==> src/rtl/uart_rx_param.sv <==
// ---------------------------------------------------------------------------
// uart_rx_param
// Parametrised UART receiver feeding the Reed-Solomon framing FSM.
// Receives a start bit, DATA_BITS data bits (LSB first), an optional parity
// bit and STOP_BITS stop bits. A start bit that is no longer low at its
// midpoint is rejected as a glitch. The word is delivered with parity and
// framing flags through a valid/ack handshake; an unacknowledged word that
// gets overwritten raises the overrun flag.
//
// Parameters:
//   CLKS_PER_BIT  clock cycles per UART bit (>= 4)
//   DATA_BITS     data bits per frame (5..9)
//   PARITY_MODE   0 none, 1 even, 2 odd, 3 space (parity bit must be 0)
//   STOP_BITS     1 or 2
//
// Ports:
//   clk         rising-edge clock
//   reset       asynchronous active-high reset
//   Rx_D        serial line, idle high, asynchronous to clk
//   data_ack    consumer accepts data_out (ignored while data_valid = 0)
//   data_out    last received word
//   data_valid  word available, held until acknowledged
//   parity_err  parity check failed for the word in data_out
//   frame_err   a stop bit of that word was sampled low
//   overrun     a word was overwritten before being acknowledged
//   busy        a frame is being received
// ---------------------------------------------------------------------------
module uart_rx_param #(
    parameter int CLKS_PER_BIT = 864,
    parameter int DATA_BITS    = 8,
    parameter int PARITY_MODE  = 3,
    parameter int STOP_BITS    = 1
) (
    input  logic                 clk,
    input  logic                 reset,
    input  logic                 Rx_D,
    input  logic                 data_ack,
    output logic [DATA_BITS-1:0] data_out,
    output logic                 data_valid,
    output logic                 parity_err,
    output logic                 frame_err,
    output logic                 overrun,
    output logic                 busy
);

    localparam int CW   = $clog2(CLKS_PER_BIT);
    localparam int BW   = $clog2(DATA_BITS + 1);
    localparam int HALF = CLKS_PER_BIT / 2;

    localparam logic [CW-1:0] HALF_M1 = CW'(HALF - 1);
    localparam logic [CW-1:0] BIT_M1  = CW'(CLKS_PER_BIT - 1);
    localparam logic [BW-1:0] DATA_M1 = BW'(DATA_BITS - 1);
    localparam logic [BW-1:0] STOP_M1 = BW'(STOP_BITS - 1);

    typedef enum logic [2:0] {
        IDLE   = 3'd0,
        START  = 3'd1,
        DATA   = 3'd2,
        PARITY = 3'd3,
        STOP   = 3'd4
    } state_t;

    state_t                 state;
    logic                   rx_meta;
    logic                   rx_s;
    logic [CW-1:0]          clk_cnt;
    logic [BW-1:0]          bit_cnt;
    logic [DATA_BITS-1:0]   shreg;
    logic                   par_bad;
    logic                   stop_bad;

    // True when the sampled parity bit p is inconsistent with the data word.
    function automatic logic parity_bad(input logic [DATA_BITS-1:0] d, input logic p);
        logic x;
        x = (^d) ^ p;
        case (PARITY_MODE)
            1:       return x;
            2:       return ~x;
            3:       return p;
            default: return 1'b0;
        endcase
    endfunction

    // Two-flop synchroniser; resets to the idle line level so no false start.
    always_ff @(posedge clk or posedge reset) begin
        if (reset) begin
            rx_meta <= 1'b1;
            rx_s    <= 1'b1;
        end else begin
            rx_meta <= Rx_D;
            rx_s    <= rx_meta;
        end
    end

    always_ff @(posedge clk or posedge reset) begin
        if (reset) begin
            state      <= IDLE;
            clk_cnt    <= '0;
            bit_cnt    <= '0;
            shreg      <= '0;
            par_bad    <= 1'b0;
            stop_bad   <= 1'b0;
            data_out   <= '0;
            data_valid <= 1'b0;
            parity_err <= 1'b0;
            frame_err  <= 1'b0;
            overrun    <= 1'b0;
            busy       <= 1'b0;
        end else begin
            // Consumer handshake; a completion in the same cycle overrides below.
            if (data_valid && data_ack) begin
                data_valid <= 1'b0;
                overrun    <= 1'b0;
            end

            case (state)
                IDLE: begin
                    if (!rx_s) begin
                        state   <= START;
                        clk_cnt <= '0;
                        busy    <= 1'b1;
                    end
                end

                START: begin
                    if (clk_cnt == HALF_M1) begin
                        clk_cnt <= '0;
                        if (rx_s) begin
                            // Line went back high before mid-start: glitch.
                            state <= IDLE;
                            busy  <= 1'b0;
                        end else begin
                            state    <= DATA;
                            bit_cnt  <= '0;
                            par_bad  <= 1'b0;
                            stop_bad <= 1'b0;
                        end
                    end else begin
                        clk_cnt <= clk_cnt + 1'b1;
                    end
                end

                DATA: begin
                    if (clk_cnt == BIT_M1) begin
                        clk_cnt <= '0;
                        shreg   <= {rx_s, shreg[DATA_BITS-1:1]};
                        if (bit_cnt == DATA_M1) begin
                            bit_cnt <= '0;
                            state   <= (PARITY_MODE != 0) ? PARITY : STOP;
                        end else begin
                            bit_cnt <= bit_cnt + 1'b1;
                        end
                    end else begin
                        clk_cnt <= clk_cnt + 1'b1;
                    end
                end

                PARITY: begin
                    if (clk_cnt == BIT_M1) begin
                        clk_cnt <= '0;
                        par_bad <= parity_bad(shreg, rx_s);
                        state   <= STOP;
                    end else begin
                        clk_cnt <= clk_cnt + 1'b1;
                    end
                end

                STOP: begin
                    if (clk_cnt == BIT_M1) begin
                        clk_cnt <= '0;
                        if (bit_cnt == STOP_M1) begin
                            // Deliver at mid-stop so the next start edge is not missed.
                            data_out   <= shreg;
                            parity_err <= par_bad;
                            frame_err  <= stop_bad | ~rx_s;
                            data_valid <= 1'b1;
                            // Same-cycle ack consumes the old word: overrun holds.
                            if (data_valid)
                                overrun <= data_ack ? overrun : 1'b1;
                            bit_cnt    <= '0;
                            state      <= IDLE;
                            busy       <= 1'b0;
                        end else begin
                            stop_bad <= stop_bad | ~rx_s;
                            bit_cnt  <= bit_cnt + 1'b1;
                        end
                    end else begin
                        clk_cnt <= clk_cnt + 1'b1;
                    end
                end

                default: begin
                    state <= IDLE;
                    busy  <= 1'b0;
                end
            endcase
        end
    end

endmodule

==> config.mk <==
export PLATFORM = sky130hd
export DESIGN_NAME = uart_rx_param
export DESIGN_NICKNAME = d
export VERILOG_FILES = /design/src/rtl/uart_rx_param.sv
export SDC_FILE = /design/constraint.sdc
export NUM_CORES = 1
export LEC_CHECK = 0
export CORE_MARGIN = 2
export CORE_UTILIZATION = 42
export CTS_BUF_LIST = sky130_fd_sc_hd__clkbuf_8 sky130_fd_sc_hd__clkbuf_16
export DETAILED_ROUTE_END_ITERATION = 16
export PLACE_DENSITY_LB_ADDON = 0.05
export SETUP_SLACK_MARGIN = 0.15
export SYNTH_ARGS = -nofsm -noshare
export SYNTH_HDL_FRONTEND = slang
export SYNTH_SLANG_ARGS = --single-unit
==> constraint.sdc <==
create_clock -name clk -period 6.3 [get_ports clk]
set_clock_uncertainty 0.15 [all_clocks]
set_input_delay 1.26 -clock clk [delete_from_list [all_inputs] [get_ports clk]]
set_output_delay 1.26 -clock clk [all_outputs]
set_load 0.01 [all_outputs]
# After elaboration in Yosys (flattened, before gate mapping)
# Index checks and enable logic that the tools add are counted.
[word_totals] wordCells=97 output_inout_bits=13 input_bits=4 regBits=42
[op_classes] n_mux=43 n_bitwise=3 n_eq_ne=18 n_reduce_logical=17 addsub=2
[op_table] operator="2-to-1 mux 10 bit" count=3
[op_table] operator="case mux 10 bit (3 select lines)" count=1
[op_table] operator="2-to-1 mux 4 bit" count=6
[op_table] operator="2-to-1 mux 3 bit" count=7
[op_table] operator="2-to-1 mux 1 bit" count=20
[op_table] operator="inequality test 2 bit, second input constant" count=10
[op_table] operator="case mux 3 bit (5 select lines)" count=1
[op_table] operator="case mux 4 bit (3 select lines)" count=1
[op_table] operator="adder 10 x 1 -> 10 bit, second input constant" count=1
[op_table] operator="equality test 10 bit, second input constant" count=1
[op_table] operator="equality test 10 x 9 -> 1 bit, second input constant" count=1
[op_table] operator="AND reduction 5 bit" count=2
[op_table] operator="AND reduction 7 bit" count=1
[op_table] operator="equality test 3 x 2 -> 1 bit, second input constant" count=2
[op_table] operator="AND reduction 6 bit" count=1
[op_table] operator="nonzero test 3 bit" count=2
[op_table] operator="inequality test 5 bit, second input constant" count=1
[op_table] operator="adder 4 x 1 -> 4 bit, second input constant" count=1
[op_table] operator="equality test 4 x 3 -> 1 bit, second input constant" count=1
[op_table] operator="logical NOT 4 bit" count=1
[op_table] operator="case mux 1 bit (2 select lines)" count=2
[op_table] operator="case mux 1 bit (4 select lines)" count=1
[op_table] operator="AND reduction 2 bit" count=2
[op_table] operator="AND reduction 4 bit" count=1
[op_table] operator="11 further kinds" count=13

# Depth between registers and ports, before layout
[depth] word_depth=6 mapped_depth=8 depth_no_buf=7

# Least setup slack after synthesis
# No wires, ideal clock.
[synth_path] path_type="reg-to-reg" startpoint="register clk_cnt[6]" endpoint="register bit_cnt[2]" required_time_ns=6.014 n_path_buf=1 setup_ns=0.136 slack_ns=4.216 stages_incl_launch_ff=7 arrival_time_ns=1.798 period_less_slack_ns=2.084 cell_sequence="dfrtp_1 or2_1 or4_4 and3_4 buf_4 o31ai_1 o41ai_2"
[synth_via] elab_chain_cells=3 word_cells_on_any_way=6 classes_between="5 x eq/ne; 1 x reduce/logical"
[synth_lines] item="start, declared" line_no="66" rtl="logic [CW-1:0] clk_cnt;"
[synth_lines] item="start signal, assigned" line_no="139" rtl="clk_cnt <= clk_cnt + 1'b1;"
[synth_lines] item="start signal, assigned" line_no="154" rtl="clk_cnt <= clk_cnt + 1'b1;"
[synth_lines] item="start signal, assigned" line_no="164" rtl="clk_cnt <= clk_cnt + 1'b1;"
[synth_lines] item="equality test 10 bit or equality test 10 x 9 -> 1 bit (tied branches)" line_no="144, 169, 126"
[synth_lines] item="inequality test 2 bit (no source line)"
[synth_lines] item="AND reduction 5 bit (no source line) *"
[synth_lines] item="end signal, assigned" line_no="151" rtl="bit_cnt <= bit_cnt + 1'b1;"
[synth_lines] item="end signal, assigned" line_no="185" rtl="bit_cnt <= bit_cnt + 1'b1;"
[synth_lines] item="end, declared" line_no="67" rtl="logic [BW-1:0] bit_cnt;"
# Every way passes the cells marked *; elsewhere a longest branch is shown, timed or not.
# A chain may end at the register's enable or synchronous reset.

# Final worst setup path
[layout_path] startpoint="register data_valid" endpoint="output data_valid"
[layout_rtl] item="start, declared" line_no="39" rtl="output logic data_valid,"
[layout_rtl] item="start signal, assigned" line_no="104" rtl="data_valid <= 1'b0;"
[layout_rtl] item="start signal, assigned" line_no="112" rtl="data_valid <= 1'b0;"
[layout_rtl] item="start signal, assigned" line_no="176" rtl="data_valid <= 1'b1;"
# No word-level cell between the ends.

==> flow_metrics.py <==
metrics = {
    "worst_hold_path": {
        "hold_class": "reg -> reg",
        "min-delay-start": "rx_meta$_DFF_PP1_",
        "holdPathStages": 0,
        "hold-path-endpoint": "rx_s$_DFF_PP1_",
    },
    "worst_setup_path": {
        "crit_family": "buffers and inverters",
        "worst_setup_path_end_kind": "output pin",
        "worst-path-buf-inv": 1,
        "worstPathMaxFanout": 3,
        "crit_chain": "clkdlybuf4s50_1",
        "startpoint_type": "flop",
        "reg2reg_depth": 6,
        "required_ns": 4.89,
        "path_class": "reg -> out",
        "critPathArrivalTime_ns": 1.21,
        "path_depth": 1,
        "cp_slowest_cell": "clkdlybuf4s50_1",
        "r2r_end": "data_out[5]$_DFFE_PP0P_",
        "reg2reg_from": "clk_cnt[0]$_DFFE_PP0P_",
        "reg2reg_slack_ns": 3.83,
        "cpPeakStageDelay_ns": 0.55,
    },
    "cells_and_area": {
        "drive_gt1_share_pct": 18.8,
        "fillCellCount": 442,
        "antenna_cells": 0,
        "area_growth_pct": 15.7,
        "multiInputGateArea_sq_um": 900,
        "ff_latch_area_sq_um": 1050,
        "fin_nets": 213,
    },
    "die": {
        "start_util_pct": 43.1,
        "num_io_pins": 17,
        "core_area_sq_um": 4690,
        "die_h_microns": 73.4,
        "die-width_microns": 73.4,
        "rows": 25,
        "die_area_sq_um": 5380,
    },
    "clock_tree": {
        "worstSkewPairLatency_ns": 0.29,
        "tritoncts": "yes",
        "root_buffer": "clkbuf_8",
        "clock-sinks": 42,
        "cts_setup_buffers": 0,
        "ctsResizeCount": 0,
        "clock_path_buffers": 2,
        "cts_max_level": 2,
        "clk_pin_slew_ns": 0.08,
        "numCtsBuffers": 5,
        "holdBufCountCts": 0,
    },
    "sta": {
        "final.setup.tns_ns": 0,
        "rsz0062_at_grt": "no",
        "slew_violations": 0,
        "max_freq_mhz": 381,
        "hold_slack_ns": 0.211,
        "min_period_over_period_pct": 41.6,
        "setup_viol": 0,
        "hold_viol": 0,
        "period_needed_ns": 2.62,
        "relSlewSlack_pct": 58.7,
        "tightestPinTransition_ns": 0.619,
    },
    "place": {
        "io_buffers": 16,
        "hpwlAfterDp_microns": 2720,
        "routabilityCongestion": 0.879,
    },
    "yosys": {
        "ys_types": 45,
        "async_flop_share_pct": 100,
        "synth_area_per_cell_sq_um": 10.7,
        "ys_warn_count": 0,
        "synth_edf_count": 0,
        "yosysSeqAreaShare_pct": 52.1,
        "synth_area_sq_um": 2020,
        "syn-num-nets": 196,
        "synth_seq_cells": 42,
        "synth_ff_type": "dfrtp_1",
        "synthCells": 189,
    },
    "global_route": {
        "grt_antenna_before_repair": 0,
        "grt_max_degree": 43,
        "grt_pass1_vias": 1400,
        "grt_pass1_wl_microns": 6630,
        "overflow": 0,
        "grt_usage_pct": 16.0,
    },
    "power_and_ir_drop": {
        "ir_drop_v": 0.000117,
        "powerDensity_nw_per_um2": 211,
        "power.leakage_nw": 1.02,
    },
    "run_status": {
        "status": "finished clean",
    },
    "job": {
        "drv_cap": 0,
    },
    "detailed_routing": {
        "post_drt_wl_per_cell_microns": 14.9,
        "drc_errors": 0,
        "postRouteWirelength_microns": 3900,
        "viasPerCell": 5.52,
        "vias": 1441,
        "dr.pass1.iters": 4,
        "ant_nets": 0,
        "drt_iter0_markers": 31,
    },
}
power by group:
part           leakage [nW]  switching, mW  internal [mW]
logic                 0.406        0.00707        0.00280
clock network        0.0585         0.0941          0.119
registers             0.560       0.000530          0.270
total                  1.02          0.102          0.392
registers in the layout, indices dropped and copies added, names as in the netlist:
register	flops
parity_err	1
rx_meta	1
stop_bad	1
rx_s	1
par_bad	1
state	3
overrun	1
clk_cnt	10
data_valid	1
frame_err	1
shreg	8
busy	1
data_out	8
bit_cnt	4
through the flow:
| stage | cells | total power, mW | util (%) | worst slack, ns | cell area [sq um] |
|---|---|---|---|---|---|
| after floorplan | 189 | 0.282 | - | 3.92 | 2020 |
| after global placement | 253 | 0.286 | 47.4 | 3.94 | 2230 |
| after detailed placement | 253 | 0.287 | 47.4 | 3.84 | 2230 |
| after CTS | 261 | 0.501 | 49.8 | 3.66 | 2340 |
| after global routing | 261 | 0.516 | 49.8 | 3.62 | 2340 |
| final | 261 | 0.494 | 49.8 | 3.68 | 2340 |
final cells by class:
cell class	count	share of cell area, %
Sequential cell	42	45.1
Tap cell	54	2.89
Clock buffer	5	2.94
Timing Repair Buffer	18	7.49
Multi-Input combinational cell	131	38.5
Inverter	8	1.28
Clock inverter	3	1.87
routing by layer:
layer / up-vias / GRT usage (%) / routed length [microns]
met5: - / 0 / 0
met4: 0 / 7.07 / 85
met3: 9 / 4.12 / 114
met2: 27 / 24.1 / 1820
met1: 700 / 21.8 / 1870
li1: 705 / - / -
worst register-to-register path: stages (launching register included):
cell,delay (ns)
dfrtp_1,0.40
ha_1,0.25
nand4_1,0.11
nor4_1,0.26
buf_4,0.22
and3_1,0.57
mux2_2,0.41
how the worst max path moves through the flow:
stage,start,endpoint,slack (ns)
3_5_place_dp,clk_cnt[0]$_DFFE_PP0P_,data_out[5]$_DFFE_PP0P_,3.84
6_report,data_valid$_DFF_PP0_,data_valid,3.68
2_1_floorplan,reset,bit_cnt[0]$_DFFE_PP0P_,3.92
3_3_place_gp,clk_cnt[0]$_DFFE_PP0P_,data_out[3]$_DFFE_PP0P_,3.94
5_1_grt,overrun$_DFFE_PP0P_,overrun,3.62
4_1_cts,data_valid$_DFF_PP0_,data_valid,3.66
synthesized netlist by cell type (4+ instances only):
cell,number,area share (%)
dfrtp_1,40,50
mux2_2,17,9.5
nor2_1,17,3.2
nand2_1,13,2.4
o21ai_0,11,2.7
inv_1,8,1.5
nor3_1,7,1.7
xnor2_1,7,3.0
nand3_1,5,1.2
nor4_1,5,1.5
clkbuf_1,4,0.74
nand4_1,4,1.2
placed cells by master (no fill, tap or decap), types with 2 or more instances in the layout:
master / instances
dfrtp_1: 40
buf_4: 2
nand2b_1: 2
o21ai_0: 11
nor3b_1: 2
clkdlybuf4s50_1: 16
a31oi_1: 3
a21oi_1: 3
nor2_1: 17
inv_1: 8
ha_1: 3
or2_2: 3
mux2_2: 17
nand4_1: 4
o31ai_1: 3
nand2_1: 13
nor2b_1: 3
dfstp_2: 2
nor4_1: 5
xnor2_1: 7
clkbuf_8: 5
nand3_1: 5
xor2_1: 2
nor3_1: 7
cell families after synthesis:
| group | synth area share, % |
|---|---|
| buffers and inverters | 3.34 |
| multiplexers | 9.47 |
| AO/OA/AOI/OAI | 10.8 |
| adder cells (fa/ha/maj) | 1.86 |
| XOR/XNOR | 3.90 |
| AND/OR/NAND/NOR | 18.5 |
| flip-flops | 52.1 |
(Power assumes the default switching activity.)
